===== config.mk =====
export PLATFORM = sky130hd
export DESIGN_NAME = keypad_scanner
export DESIGN_NICKNAME = d
export VERILOG_FILES = /design/src/rtl/keypad_pkg.sv /design/src/rtl/keypad_row_sync.sv /design/src/rtl/keypad_scanner.sv
export SDC_FILE = /design/constraint.sdc
export NUM_CORES = 1
export LEC_CHECK = 0
export ABC_CLOCK_PERIOD_IN_PS = 2200
export CORE_UTILIZATION = 50
export CTS_CLUSTER_DIAMETER = 100
export DETAILED_ROUTE_END_ITERATION = 16
export PLACE_DENSITY = 0.81
export SETUP_SLACK_MARGIN = 0.05
export SLEW_MARGIN = 20
export SYNTH_ARGS = -nofsm -noshare
export SYNTH_HDL_FRONTEND = slang
export SYNTH_SLANG_ARGS = --single-unit

===== constraint.sdc =====
create_clock -name clk -period 2.2 [get_ports clk]
set_input_delay 0.66 -clock clk [delete_from_list [all_inputs] [get_ports clk]]
set_output_delay 0.66 -clock clk [all_outputs]
set_load 0.02 [all_outputs]

===== src/rtl/keypad_pkg.sv =====
// Shared types and constants for the 4x4 matrix keypad scanner.
// Key index is col*4 + row; KEY_CODE turns that index into the key's label code.
package keypad_pkg;

  typedef enum logic {
    RELEASED = 1'b0,
    PRESSED  = 1'b1
  } kp_state_e;

  localparam logic [3:0] CODE_IDLE = 4'h0;
  localparam logic [3:0] CODE_A    = 4'hA;
  localparam logic [3:0] CODE_B    = 4'hB;
  localparam logic [3:0] CODE_C    = 4'hC;
  localparam logic [3:0] CODE_D    = 4'hD;

  // Physical layout (rows x cols): 1 2 3 A / 4 5 6 B / 7 8 9 C / 0 F E D.
  // Within each group of four, the entries are rows 0..3 of one column.
  localparam logic [3:0] KEY_CODE [16] = '{
    4'h1, 4'h4, 4'h7, 4'h0,
    4'h2, 4'h5, 4'h8, 4'hF,
    4'h3, 4'h6, 4'h9, 4'hE,
    CODE_A, CODE_B, CODE_C, CODE_D
  };

  typedef struct packed {
    logic       vld;
    logic [3:0] idx;
  } cand_t;

  localparam cand_t CAND_NONE = '{vld: 1'b0, idx: 4'h0};

endpackage


===== src/rtl/keypad_row_sync.sv =====
// Two-flop synchronizer for the asynchronous, active-low keypad row lines.
module keypad_row_sync (
  input  logic       clk,
  input  logic       rst,
  input  logic [3:0] row_async,
  output logic [3:0] row_sync
);

  logic [3:0] meta_q, meta_d;
  logic [3:0] sync_q, sync_d;

  always_comb begin
    meta_d = row_async;
    sync_d = meta_q;
  end

  // Reset to all-high so that no key appears pressed.
  always_ff @(posedge clk) begin
    if (rst) begin
      meta_q <= 4'hF;
      sync_q <= 4'hF;
    end else begin
      meta_q <= meta_d;
      sync_q <= sync_d;
    end
  end

  assign row_sync = sync_q;

endmodule


===== src/rtl/keypad_scanner.sv =====
// 4x4 keypad scanner: column drive, row sampling, scan debounce and key commit.
// Optional KEYPAD_MULTI_REJECT_EN: scans that see two or more keys are discarded.
module keypad_scanner
  import keypad_pkg::*;
#(
  parameter int COL_CYCLES     = 100_000,
  parameter int DEBOUNCE_SCANS = 4
) (
  input  logic       clk,
  input  logic       rst,
  input  logic [3:0] row,
  output logic [3:0] col,
  output logic [3:0] decode,
  output logic       key_valid,
  output logic       key_strobe
);

  localparam int SLOT_W = (COL_CYCLES > 1) ? $clog2(COL_CYCLES) : 1;
  localparam int STB_W  = $clog2(DEBOUNCE_SCANS + 1);
  localparam logic [SLOT_W-1:0] SLOT_LAST = SLOT_W'(COL_CYCLES - 1);
  localparam logic [STB_W-1:0]  STB_MAX   = STB_W'(DEBOUNCE_SCANS);

  logic [3:0]        row_s;
  logic [SLOT_W-1:0] slot_cnt_q, slot_cnt_d;
  logic [1:0]        col_idx_q, col_idx_d;
  logic [3:0]        col_q, col_d;
  cand_t             acc_q, acc_d;
  cand_t             prev_q, prev_d;
  logic [STB_W-1:0]  stable_cnt_q, stable_cnt_d;

  logic       sample, end_scan, commit;
  logic [3:0] pressed;
  logic [1:0] first_row;
  cand_t      col_cand, scan_cand;
  logic [3:0] scan_code;

  kp_state_e  state_q;
  logic [3:0] decode_q;
  logic       key_valid_q, key_strobe_q;

`ifdef KEYPAD_MULTI_REJECT_EN
  logic [1:0] keys_q, keys_d;
  logic [2:0] col_keys, tot_keys;
`endif

  keypad_row_sync u_row_sync (
    .clk      (clk),
    .rst      (rst),
    .row_async(row),
    .row_sync (row_s)
  );

  always_comb begin
    sample   = (slot_cnt_q == SLOT_LAST);
    end_scan = sample && (col_idx_q == 2'd3);

    if (sample) begin
      slot_cnt_d = '0;
      col_idx_d  = col_idx_q + 2'd1;
    end else begin
      slot_cnt_d = slot_cnt_q + SLOT_W'(1);
      col_idx_d  = col_idx_q;
    end
    col_d = ~(4'b0001 << col_idx_d);

    // Lowest row wins inside a column; earlier columns already sit in acc_q.
    pressed   = ~row_s;
    first_row = 2'd0;
    for (int r = 3; r >= 0; r--) begin
      if (pressed[r]) first_row = 2'(r);
    end
    col_cand  = '{vld: |pressed, idx: {col_idx_q, first_row}};
    scan_cand = acc_q.vld ? acc_q : col_cand;
    scan_code = KEY_CODE[scan_cand.idx];

    acc_d = acc_q;
    if (sample) acc_d = end_scan ? CAND_NONE : scan_cand;

`ifdef KEYPAD_MULTI_REJECT_EN
    col_keys = {2'b00, pressed[0]} + {2'b00, pressed[1]}
             + {2'b00, pressed[2]} + {2'b00, pressed[3]};
    tot_keys = {1'b0, keys_q} + col_keys;
    keys_d   = keys_q;
    if (sample) begin
      if (end_scan)               keys_d = 2'd0;
      else if (tot_keys >= 3'd2)  keys_d = 2'd2;
      else                        keys_d = tot_keys[1:0];
    end
`endif

    stable_cnt_d = stable_cnt_q;
    prev_d       = prev_q;
    commit       = 1'b0;
    if (end_scan) begin
`ifdef KEYPAD_MULTI_REJECT_EN
      if (tot_keys >= 3'd2) begin
        stable_cnt_d = '0;
        prev_d       = CAND_NONE;
      end else begin
`else
      begin
`endif
        if (scan_cand == prev_q)
          stable_cnt_d = (stable_cnt_q == STB_MAX) ? stable_cnt_q : stable_cnt_q + STB_W'(1);
        else
          stable_cnt_d = STB_W'(1);
        prev_d = scan_cand;
        commit = (stable_cnt_d == STB_MAX);
      end
    end
  end

  always_ff @(posedge clk) begin
    if (rst) begin
      slot_cnt_q   <= '0;
      col_idx_q    <= 2'd0;
      col_q        <= 4'b1110;
      acc_q        <= CAND_NONE;
      prev_q       <= CAND_NONE;
      stable_cnt_q <= '0;
`ifdef KEYPAD_MULTI_REJECT_EN
      keys_q       <= 2'd0;
`endif
    end else begin
      slot_cnt_q   <= slot_cnt_d;
      col_idx_q    <= col_idx_d;
      col_q        <= col_d;
      acc_q        <= acc_d;
      prev_q       <= prev_d;
      stable_cnt_q <= stable_cnt_d;
`ifdef KEYPAD_MULTI_REJECT_EN
      keys_q       <= keys_d;
`endif
    end
  end

  // Commit FSM: the saturated stable count keeps commit high, so only changes act.
  always_ff @(posedge clk) begin
    if (rst) begin
      state_q      <= RELEASED;
      decode_q     <= CODE_IDLE;
      key_valid_q  <= 1'b0;
      key_strobe_q <= 1'b0;
    end else begin
      key_strobe_q <= 1'b0;
      case (state_q)
        RELEASED: begin
          if (commit && scan_cand.vld) begin
            state_q      <= PRESSED;
            decode_q     <= scan_code;
            key_valid_q  <= 1'b1;
            key_strobe_q <= 1'b1;
          end
        end
        PRESSED: begin
          if (commit) begin
            if (!scan_cand.vld) begin
              state_q     <= RELEASED;
              decode_q    <= CODE_IDLE;
              key_valid_q <= 1'b0;
            end else if (scan_code != decode_q) begin
              decode_q     <= scan_code;
              key_strobe_q <= 1'b1;
            end
          end
        end
        default: state_q <= RELEASED;
      endcase
    end
  end

  assign col        = col_q;
  assign decode     = decode_q;
  assign key_valid  = key_valid_q;
  assign key_strobe = key_strobe_q;

endmodule


; Word level (Yosys, flattened, before mapping)
; Memories as Yosys holds them, arrays and structs flattened.
; Cells that the tools add are included.
[word_totals]
ff_bits = 51
rom_bits = 64
out_inout_bits = 10
mem_count = 1
[op_classes]
n_addsub = 3
order_cmp = 1
eq_ne = 10
n_shift = 1
muxes = 30
bitwise_logic = 4
n_reduce_logical = 6
[memory_table]
columns = memory, words, word_bits, read_ports, rd_clocked_by_memory_dff, wr, line_no
row1 = (no name shown), 16, 4, 1, 0, 0, keypad_scanner.sv:74  ; scan_code = KEY_CODE[scan_cand.idx];
[ops]
columns = operator, n
row1 = 4-bit 2-to-1 mux, 6
row2 = "17-bit by 1-bit adder with 17-bit output, second input constant", 1
row3 = "17-bit equality test, second input constant", 1
row4 = 1-bit 2-to-1 mux, 10
row5 = 2-bit 2-to-1 mux, 5
row6 = 5-bit 2-to-1 mux, 2
row7 = 3-bit 2-to-1 mux, 3
row8 = 4-bit NOT, 2
row9 = 4-bit case mux with 2 select lines, 1
row10 = "3-bit equality test, second input constant", 2
row11 = "2-bit inequality test, second input constant", 3
row12 = 1-bit case mux with 2 select lines, 3
row13 = 3-bit AND reduction, 2
row14 = 5-bit equality test, 1
row15 = "5-bit >= comparator, second input constant", 1
row16 = 4-bit NOT with 5-bit output, 1
row17 = 4-bit inequality test, 1
row18 = 4-bit OR reduction, 1
row19 = "1-bit by 2-bit << shifter with 4-bit output, first input constant", 1
row20 = "3-bit by 1-bit adder with 3-bit output, second input constant", 1
row21 = "3-bit by 2-bit inequality test with 1-bit output, second input constant", 1
row22 = "2-bit by 1-bit adder with 2-bit output, second input constant", 1
row23 = "2-bit equality test, second input constant", 1
row24 = 1-bit logical AND, 2
row25 = other kinds (2), 2

; Longest topological paths before layout
; Gate-level depths: netlist of the first run.
[logic_depth]
depth_word = 15
ltp_mapped = 12
depth_no_buf = 11

; By module
; Synthesis of the first run repeated with hierarchy kept, for this count alone.
[hier_totals]
hier_cells = 275
hier_area_um2 = 2522.4
[modules_own_cells]
columns = mod, n_inst, cells_each, area_each_um2, seq_area_each_um2
row1 = keypad_scanner, 1, 259, 2312.2, 860.8
row2 = keypad_row_sync, 1, 16, 210.2, 160.2

; Worst setup path before layout of the first run
; OpenSTA, ideal clock, no wires.
[synth_timing]
path_kind = register to register
start = reg acc_q[4] in the netlist's numbering
end = reg decode_q[1] (netlist: decode[1])
setup_ns = 0.059
arrival_ns = 2.367
slack_ns = -0.227
path_stages_with_launch = 12
path_buffers = 1
cell_sequence = dfxtp_1 -> buf_6 -> mux2i_1 -> a31oi_1 -> inv_1 -> ha_1 -> a21oi_1 -> a2111oi_2 -> xor2_1 -> nand4_1 -> o31ai_2 -> a22o_1
[synth_via]
elab_chain_len = 9
elab_cells_between_ends = 21
classes_between = 6 x eq/ne / 11 x mux / 1 x bitwise / 2 x reduce/logical / 1 x memory
[synth_lines]
columns = item, line_no
row1 = start: declaration, keypad_scanner.sv:27  ; cand_t acc_q, acc_d;
row2 = start signal: assignment, keypad_scanner.sv:118  ; acc_q <= CAND_NONE;
row3 = start signal: assignment, keypad_scanner.sv:128  ; acc_q <= acc_d;
row4 = 5-bit 2-to-1 mux *, keypad_scanner.sv:73  ; scan_cand = acc_q.vld ? acc_q : col_cand;
row5 = 4-bit NOT with 5-bit output (not written as such) / 5-bit equality test (equally long branches), "keypad_scanner.sv:74, keypad_scanner.sv:103"
row6 = memory 16 x 4 bit / 3-bit 2-to-1 mux (equally long branches), -
row7 = 4-bit 2-to-1 mux (not written as such) / 3-bit 2-to-1 mux (equally long branches), "keypad_scanner.sv:74, keypad_scanner.sv:94"
row8 = 4-bit 2-to-1 mux (not written as such) / 3-bit equality test (equally long branches), "keypad_scanner.sv:74, keypad_scanner.sv:108"
row9 = 4-bit 2-to-1 mux / 1-bit 2-to-1 mux (equally long branches), "keypad_scanner.sv:161, keypad_scanner.sv:94"
row10 = 4-bit 2-to-1 mux / 1-bit logical AND (equally long branches), "keypad_scanner.sv:157, keypad_scanner.sv:148"
row11 = 4-bit 2-to-1 mux / 2-bit inequality test (equally long branches), -
row12 = 4-bit case mux with 2 select lines / 3-bit AND reduction (equally long branches), -
row13 = end signal: assignment, keypad_scanner.sv:150  ; decode_q <= scan_code;
row14 = end signal: assignment, keypad_scanner.sv:162  ; decode_q <= scan_code;
row15 = end: declaration, keypad_scanner.sv:38  ; logic [3:0] decode_q;
; Every way passes the cells marked *; elsewhere a longest branch is shown, timed or not. The select of a mux whose other input is x is not followed.
; A chain may end at the register's enable or synchronous reset.

; Worst setup path after layout of the first run
; Ends and elaborated chain as after synthesis.

==> results summary, run 1 <==
The run finished, with violations left. The final reports fail on negative setup slack. The worst hold path belongs to the class register to register. The signal on the critical path passes through mux2i_1 -> a31oi_2 -> inv_2 -> ha_4 -> nand2_1 -> a32oi_2 -> xnor2_1 -> nand4_1 -> o31ai_4 -> a22o_1. The number of distinct standard cells referenced by the synthesized netlist came out at 49. For flop-to-flop paths, the worst setup slack is -30 ps. The clock tree from TritonCTS is built. Global routing consumed, on the met1 layer, between 20% and 30% of the routing resources. The core area is 4500 um^2. The largest stage delay on the critical path came out at 380 ps.

At the worst endpoint, the required time is ~2500 ps. The number of max-slew violations in the final report is 0. The timing-limited maximum frequency is approximately 450 MHz. The global routing usage on met2 is between 30% and 40%. The die extent in x came out at ~72 um. The static leakage power came out at between 1 and 1.5 nW.

The number of flip-flops and latches in the synthesized netlist came out at 51. The number of max-cap violations is 0. In this run the critical register-to-register path is launched from acc_q[4]. Entering global routing, the biggest net connects 20 pins. The launching element type of the critical path is a register. The launching instance or port of the critical path is acc_q[4].

The terminus of the critical flop-to-flop path is decode[1]. The area share of the largest cell type after synthesis came out at 42.1%. The area of the mapped netlist came out at between 2000 and 2500 um^2.

The count of filler cells inserted in the layout came out at 370. Setup repair after global routing could not meet its margin everywhere. The floorplan has 24 rows. For met3 alone, demand over resource in global routing was 3.80%. The total routing usage reported by global routing is 21.9%. Across all setup checks in the final design, the least slack found is -27.7 ps. The tree is rooted in a clkbuf_8. After layout, the minimum clock period comes to approximately 2200 ps. The level count of the clock H-tree is 2. The hold path depth is 1.

Among all flip-flop cells after synthesis, the most frequent one is dfxtp_1. The critical path start-end classification is register to register. The global placer's final weighted congestion came out at 0.898. On the critical path the largest part of the delay comes from compound AO/OA/AOI/OAI gates. The number of remaining DRC errors came out at 0. The remaining max-slew budget at the tightest pin is between 60% and 70%.

The number of buffers between clock root and the deepest sink came out at 2. At the end of the flow, the number of nets in the layout was 323. The logic depth of the worst register-to-register path came out at 10. The detail-routed net length per standard cell came out at 13.9 um.

The number of placed I/O pins is 16. Summing over every cut layer, the via total after detailed routing is 2032. The effective utilization at floorplan is 53.9%. In the synthesized netlist, the number of instances is roughly 270.

The slowest stage of the critical path is the dfxtp_4 cell. The number of global-route vias before repair came out at ~2k. Cells with a size suffix above 1 make up a little under a quarter of the layout. The latest clock arrival within the worst-skew pair came out at 310 ps.

In this run the power density over the cells is between 500 and 600 nW/um^2. The worst hold path begins at u_row_sync.meta_q[2]. The number of enable-type register cells in the synthesized netlist came out at 0. The synthesized design spends more area on one cell type than any other, namely dfxtp_1.

The total grt overflow is 0. The repair_antennas step left the layout with diodes totalling 0. The mean number of vias per cell is about 5.6. The final hold violation count was 0. The number of CTS-inserted buffers came out at 5.

The floorplan die area is between 5000 and 6000 um^2. Along the worst path, the maximum fanout reaches 6. The most heavily used metal layer in global routing is met2. The Yosys step of the flow raised 0 warnings. The number of I/O port buffers is 15. The actual transition at the worst max-transition pin came out at 543 ps. The final layout contains routed wiring with a total length of 5050 um. The arrival time at the worst endpoint came out at approximately 2500 ps.

The worst-case setup slack after placement is -126 ps. The post-DP HPWL is 3700 um. Sequential elements use 42.1% of the synthesized area. The number of sinks on the clock net is 51.

The vertical extent of the die is between 70 and 80 um. The average footprint of a synthesized cell came out at between 9 and 10 um^2. The area growth from synthesis to layout is 24.6%. The count of nets left with antenna violations once routing finished came out at 0.

The global-route wire length before repair is approximately 8900 um. The worst-case clock skew came out at roughly 7.5 ps. The iteration count of the initial detailed-routing pass is 5. The synthesized netlist net count came out at around 280.

The type of element capturing the critical path is a register. The number of DRC markers after the initial detailed-route iteration is between 100 and 150. The clock-pin slew on the worst setup and hold paths came out at roughly 100 ps. The worst vdd rail ir drop came out at 0.457 mV.

The tightest hold path in the finished design has a slack of roughly 420 ps. The final period utilization is 101%. The initial antenna violation count came out at 0. The post-synthesis async set-or-reset flop share is 0%. The sink of the worst hold path is u_row_sync.row_sync[2]. Sorting the synthesized cells by area gives the leading types as dfxtp_1, nor2_1, xnor2_1. Together, buffers and inverters on the worst path number 1.

The final count of negative-setup-slack endpoints is 4.
cells in the mapped netlist (2+ instances only):
cell type,instances
ha_1,6
nand2_1,17
nand3b_1,4
and2_1,3
nand2b_1,3
xnor2_1,13
dfxtp_1,51
inv_1,8
clkbuf_1,5
or2_2,10
buf_6,2
buf_2,3
or3_1,4
a21oi_1,16
nand4_1,7
and3_1,5
o21ai_0,8
o2bb2ai_1,3
a211oi_1,5
xor2_1,13
or4_1,2
nand3_1,9
nor4_1,2
nor3_1,2
nor2_1,38
mux2i_1,7
where the power goes:
group	total [mW]	internal, mW	switching (mW)	leakage (nW)
clock	0.585	0.244	0.341	0.0526
combinational	0.157	0.0800	0.0766	0.676
sequential	0.943	0.935	0.00869	0.414
what timing repair did:
action	4_1_cts	5_1_grt
setup buffers	0	2
hold buffers	0	0
pin swaps	6	1
gates resized for setup	13	4
setup endpoints to repair	9	12
how the worst max path moves through the flow:
stage	slack (ps)	cells past startpoint	to
finish	-30	10	decode[1]
global route	-180	10	decode[3]
CTS	-10	10	decode[1]
detailed placement	-130	11	decode[1]
global placement	-40	8	decode[1]
floorplan	-80	11	decode[1]
flip-flops by register name, summed over array words and instances (netlist names), named ones only:
| signal | cells |
|---|---|
| decode | 4 |
| stable_cnt_q | 3 |
| prev_q | 5 |
| key_valid | 1 |
| col | 4 |
| u_row_sync.row_sync | 4 |
| key_strobe | 1 |
| slot_cnt_q | 17 |
| col_idx_q | 2 |
| acc_q | 5 |
| u_row_sync.meta_q | 4 |
metal layers:
metal  vias to the layer above  routed length [um]
met5                         -                   0
met4                         0                  73
met3                         9                 157
met2                        49                2480
met1                       952                2340
li1                       1022                   -
stage by stage:
stage / setup TNS (ps) / instance area, um^2 / total power, mW / util (%) / std cells
2_1_floorplan: -257 / 2450 / 1.05 / - / 269
3_3_place_gp: -74.4 / 2830 / 1.10 / 62.8 / 355
3_5_place_dp: -557 / 2830 / 1.11 / 62.8 / 355
4_1_cts: -14.5 / 2990 / 1.69 / 66.3 / 362
5_1_grt: -866 / 3020 / 1.75 / 67.1 / 364
6_report: -54.6 / 3020 / 1.69 / 67.1 / 364
kinds of logic (layout without fill, tap and decap cells):
group	Yosys count	count (layout)	share of synthesized area [%]
xor+xnor	26	26	9.39
mux	9	9	3.92
flops	51	51	42.1
simple gates	115	115	25.7
buf+inv	18	61	3.56
fa+ha+maj	7	7	3.51
compound gates	43	43	11.9
final cells by class:
type	count	area (um^2)	area share [%]
clock inverter	3	31.3	1.03
inverter	8	30.0	0.993
tap	52	65.1	2.15
multi-input combinational	200	1430	47.2
sequential	51	1030	33.9
clock buffer	5	68.8	2.28
timing repair buffer	45	375	12.4
cells in the final DEF, fill, tap and decap left out, types with 7 or more instances in the layout:
master            n
dfxtp_1          49
nor2_1           37
buf_4            30
nand2_1          16
clkdlybuf4s50_1  15
a21oi_1          14
xor2_1           13
xnor2_1          13
or2_2            10
nand3_1           9
inv_1             7
mux2i_1           7
nand4_1           7
o21ai_0           7
Note: power is estimated with default switching activity, not from simulation.
==> inputs of run 2 (changes only) <==
--- a/config.mk
+++ b/config.mk
@@ -6,10 +6,10 @@
 export NUM_CORES = 1
 export LEC_CHECK = 0
 export ABC_CLOCK_PERIOD_IN_PS = 2200
-export CORE_UTILIZATION = 50
+export CORE_UTILIZATION = 45
 export CTS_CLUSTER_DIAMETER = 100
 export DETAILED_ROUTE_END_ITERATION = 16
-export PLACE_DENSITY = 0.81
+export PLACE_DENSITY = 0.75
 export SETUP_SLACK_MARGIN = 0.05
 export SLEW_MARGIN = 20
 export SYNTH_ARGS = -nofsm -noshare
==> results summary, run 2 (synthesis results as in run 1) <==
The remaining max-slew budget at the tightest pin is about three fifths. The detail-routed net length per standard cell is 13.4 um. The number of I/O port buffers came out at 15. The number of antenna repair diodes is 0. The floorplan step set the die height to between 70 and 80 um.

The logic depth of the worst register-to-register path is 10. Cells with a size suffix above 1 make up around 25% of the layout. The final count of negative-setup-slack endpoints is 4. Along the worst hold path, the cell count comes to 1. The number of placed I/O pins is 16. Setup repair after global routing could not meet its margin everywhere. STA classifies the critical path startpoint as a register. The number of flip-flops in the largest register is 17. The post-layout net count is 322. The library cells used most frequently in the layout, excluding fill and tap cells, are dfxtp_1, nor2_1, buf_4.

The worst-case hold slack came out at between 400 and 500 ps. In the routed layout, each cell is associated on average with a via count of between 5 and 6. TritonCTS built the clock tree. The total routing usage reported by global routing came out at between 10% and 20%. The post-route worst setup slack came out at -66.8 ps. The detailed router finished its first iteration with 92 violations. The library cell used most frequently in the layout, excluding fill and tap cells, is dfxtp_1.

The number of clock buffers added by TritonCTS is 5. The largest registers in the layout are slot_cnt_q: 17 flops, acc_q: 5 flops, prev_q: 5 flops. The region available for standard cell placement spans around 5000 um^2.

The minimum period implied by the final worst setup slack is 2270 ps. The worst-case setup slack after placement is -92.5 ps. The pin count of the biggest net entering global routing came out at 16. The tree is rooted in a clkbuf_8. The number of max-slew violations in the final report came out at 0. The actual transition at the worst max-transition pin came out at between 500 and 600 ps. The flow ran to the end, but the final reports show violations. In this run the worst hold path is classified as register to register. The quantity of hold-fixing buffers added after cts came out at 0. Clock skew on the completed layout was measured at about 8.9 ps. The static leakage power is between 1 and 1.5 nW. The row count came out at 26.

The register with the most flip-flops in the final layout is slot_cnt_q. The first global-routing pass estimated roughly 8300 um of wire. Across all layers, the routed design uses slightly below 2k vias.

The level count of the clock H-tree is 2. The type of element capturing the critical path is a register. The tool flagged a number of max-cap violations equal to 0.

The clock-pin slew on the worst setup and hold paths is 100 ps. The cell total after placement is approximately 370. The timing-limited maximum frequency is about 440 MHz.

The count of filler cells inserted in the layout is around 470. The effective utilization at floorplan is around 47%. The number of sinks on the clock net is 51. The final reports fail on negative setup slack. The die covers around 5700 um^2. The initial antenna violation count is 0. The iteration count of the initial detailed-routing pass is 4.

The critical path data required time came out at 2450 ps. The maximum fanout along the worst path is 4. The worst vdd rail ir drop is approximately 0.42 mV. The final non-filler cell total came out at 381.

No sink is reached through more buffers than the 2 on the longest clock path. The number of global-route vias before repair is roughly 1.9k. The routed wire length came out at approximately 5100 um. The arrival time at the worst endpoint is around 2500 ps. The area growth from synthesis to layout is 27.3%.

The post-DP HPWL came out at around 3600 um. The global placer's final weighted congestion came out at 0.872. The final period utilization came out at 103%.

The critical path start-end classification is register to register. For this run the aggregate overflow at the end of global routing stands at 0. The die is ~75 um wide. The final hold violation count came out at 0. The number of remaining DRC errors is 0. The latest clock arrival within the worst-skew pair came out at between 300 and 400 ps. The count of nets left with antenna violations once routing finished came out at 0. The total power divided by cell area came out at 579 nW/um^2.
run 2: changes by cell type in the layout (fill, tap and decap cells not counted), sizes merged:
cell / change
clkbuf: +1
bufinv: +1
inv: -3
buf: -1
clkinv: +1
run 2: critical path, cell delays in order, from the launching register on:
cell	delay (ps)
dfxtp_4	370
mux2i_1	150
a31oi_4	170
inv_2	80
ha_4	270
nand2_2	50
a32oi_2	290
xnor2_1	170
nand4_1	190
o31ai_4	270
a22o_1	180
run 2: layer usage:
layer / vias to the layer above / track usage [%] / share of wire (%)
met4: 0 / 8.02 / 2.3
li1: 1021 / - / -
met3: 10 / 3.70 / 2.8
met5: - / 0 / 0
met2: 25 / 32.2 / 47
met1: 932 / 24.5 / 47
run 2: worst paths after layout:
path	start	endpoint	slack, ps
worst min register to register	u_row_sync.meta_q[0]	u_row_sync.row_sync[0]	410
worst min-delay path	u_row_sync.meta_q[0]	u_row_sync.row_sync[0]	410
worst max-delay path	acc_q[4]	decode[1]	-70
worst max register to register	acc_q[4]	decode[1]	-70
run 2: what timing repair did:
item                                    4_1_cts  5_1_grt
pin swaps                                     6        5
buffers inserted                              2        1
endpoints found under the setup margin        8       14
resized for setup                            18        9
run 2: where the power goes:
| part | internal [mW] | switching, mW |
|---|---|---|
| combinational | 0.0844 | 0.0772 |
| clock | 0.368 | 0.313 |
| sequential | 0.935 | 0.00886 |
| total | 1.39 | 0.399 |
run 2: final cells by class:
type | instances | area, um^2 | area share [%]
clock buffers | 6 | 82.6 | 2.67
clock inverters | 2 | 35.0 | 1.13
inverters | 8 | 30.0 | 0.972
multi-input cells | 200 | 1450 | 46.8
flip-flops and latches | 51 | 1030 | 33.3
well taps | 70 | 87.6 | 2.84
repair buffers | 44 | 379 | 12.3
run 2: per-stage QoR:
step	util (%)	total power [mW]	cell area (um^2)	TNS (ps)
after detailed placement	55.2	1.11	2840	-319
after global placement	55.2	1.10	2840	-29.1
after CTS	59.3	1.79	3050	0
after floorplan	-	1.05	2450	-257
after global routing	60.1	1.85	3090	-1080
final	60.1	1.79	3090	-203
==> inputs of run 3 (changes only) <==
--- a/config.mk
+++ b/config.mk
@@ -9,6 +9,7 @@
 export CORE_UTILIZATION = 45
 export CTS_CLUSTER_DIAMETER = 100
 export DETAILED_ROUTE_END_ITERATION = 16
+export GPL_ROUTABILITY_DRIVEN = 0
 export PLACE_DENSITY = 0.75
 export SETUP_SLACK_MARGIN = 0.05
 export SLEW_MARGIN = 20
==> results summary, run 3 (synthesis results as in run 1) <==
The flow ran to the end, and the final reports show no timing, DRC or antenna violations. The number of sinks on the clock net came out at between 50 and 60. The share of post-route cells with drive strength above 1 came out at 24.2%.

The pin count of the biggest net entering global routing is 17. The detail-routed net length per standard cell is between 10 and 15 um. The area growth from synthesis to layout is 26.4%. Buffers inserted during clock tree synthesis total 5. The number of I/O port buffers is 15. The cell sitting at the root of the clock tree is a clkbuf_8. The maximum fanout along the worst path is 4. Leaving out fill and tap cells, the most frequent cell in the layout is dfxtp_1. Once the floorplan was initialized, standard cells occupied between 40 and 50% of the core. The number of antenna repair diodes came out at 0. The level count of the clock H-tree is 2. The static leakage power came out at 1.14 nW. The number of remaining DRC errors came out at 0.

TritonCTS built the clock tree. The number of max-slew violations in the final report is 0. In this run the remaining antenna-violating nets after routing total 0.

The final non-filler cell total is 384. Setup repair after global routing could not meet its margin everywhere. The minimum period implied by the final worst setup slack came out at about 2200 ps.

The core area came out at 5140 um^2. Based on the critical path, the design can be clocked at up to around 460 MHz. The total power divided by cell area came out at between 500 and 600 nW/um^2. The mean number of vias per cell came out at 5.20. The final count of negative-setup-slack endpoints came out at 0. The largest registers in the layout are slot_cnt_q: 17 flops, acc_q: 5 flops, prev_q: 5 flops. In the post-route analysis, the smallest setup slack over all paths is 3.40 ps.

In this run the core area contains 26 standard-cell rows. The arrival time at the worst endpoint is around 2500 ps. The worst-case setup slack after placement is -107 ps.

The clock-pin slew on the worst setup and hold paths is 90 ps. The number of max-cap violations is 0. Summed over all layers, the global routing overflow is 0. The worst vdd rail ir drop is ~0.36 mV. The critical path data required time came out at around 2500 ps.

The number of placed I/O pins came out at 16. The total vias in the final route came out at 1996. The power consumption came out at around 1.8 mW.

The worst-case clock skew came out at between 8 and 9 ps. The count of filler cells inserted in the layout is roughly 450. The iteration count of the initial detailed-routing pass is 4. The number of flip-flops in the largest register came out at 17. The floorplan die area is ~5700 um^2.

In the finished design, the share of the clock period the worst path needs comes to around 100%. The worst setup path is launched from a register. The class of the most critical hold timing path is register to register.

From left edge to right edge, the die measures 75.4 um. The post-layout net count is 325. In the layout the commonest cells are dfxtp_1, nor2_1, buf_4. The routed wire length is roughly 4900 um. The final hold violation count is 0. After routing, the total negative slack on setup checks comes to 0 ps. The number of global-route vias before repair was 1764. The initial antenna violation count came out at 0.

The post-DP HPWL is ~3700 um. The latest clock arrival within the worst-skew pair came out at roughly 310 ps. At the pin with the least slew margin, the transition time is around 520 ps. The global-route wire length before repair came out at 7870 um. The vertical extent of the die is approximately 75 um. The cell total after placement is 375. The number of DRC markers after the initial detailed-route iteration came out at 60.

The critical path is of the register to register type. The type of element capturing the critical path is a register. The number of buffers between clock root and the deepest sink came out at 2. The remaining max-slew budget at the tightest pin is between 60% and 70%. slot_cnt_q holds more flip-flops than any other register. Global routing consumed, over all layers together, 18.5% of the routing resources.
[run 3: routing by layer]
layer / vias to the layer above / part of all wire [%] / GRT usage [%]
met5: - / 0 / 0
met4: 0 / 1.3 / 6.38
met3: 7 / 2.8 / 4.37
met2: 31 / 48 / 31.2
met1: 927 / 48 / 23.3
li1: 1031 / - / -
[run 3: final cells by class]
class                      count  area (um^2)  share of cell area, %
sequential                    51         1020                   33.4
clock inverter                 2         38.8                   1.26
inverter                       8         30.0                  0.979
multi-input combinational    200         1410                   45.9
tap                           70         87.6                   2.86
timing repair buffer          47          394                   12.9
clock buffer                   6         82.6                   2.69
[run 3: metrics by stage]
step                      area, um^2  hold WS, ps  util (%)
after floorplan                 2450          389         -
after global placement          2870          392      55.8
after detailed placement        2870          394      55.8
after CTS                       3040          417      59.2
after global routing            3070          432      59.7
final                           3070          411      59.7
[run 3: where the power goes]
part	switching, mW	internal [mW]
logic	0.0747	0.0806
clock network	0.311	0.374
registers	0.00833	0.936
total	0.394	1.39
[run 3: worst paths after layout]
check | from | endpoint | slack [ps] | depth (start not counted)
worst max-delay path | u_row_sync.row_sync[0] | decode[1] | 3 | 10
worst min-delay path | u_row_sync.meta_q[0] | u_row_sync.row_sync[0] | 410 | 1
worst max register to register | u_row_sync.row_sync[0] | decode[1] | 3 | 10
worst min register to register | u_row_sync.meta_q[0] | u_row_sync.row_sync[0] | 410 | 1
[run 3: timing repair]
item | CTS | global route
resized for setup | 11 | 5
setup endpoints to repair | 7 | 14
pin swaps | 8 | 5
setup buffers | 1 | 0
hold buffers | 0 | 0
[run 3: critical path: stages (launching register included)]
cell and delay (ps):
dfxtp_1 360, nand2_1 100, o31ai_2 240, buf_4 180, ha_4 130, nand2_1 60
a32oi_2 260, xnor2_1 160, nand4_1 210, o31ai_4 270, a22o_1 180
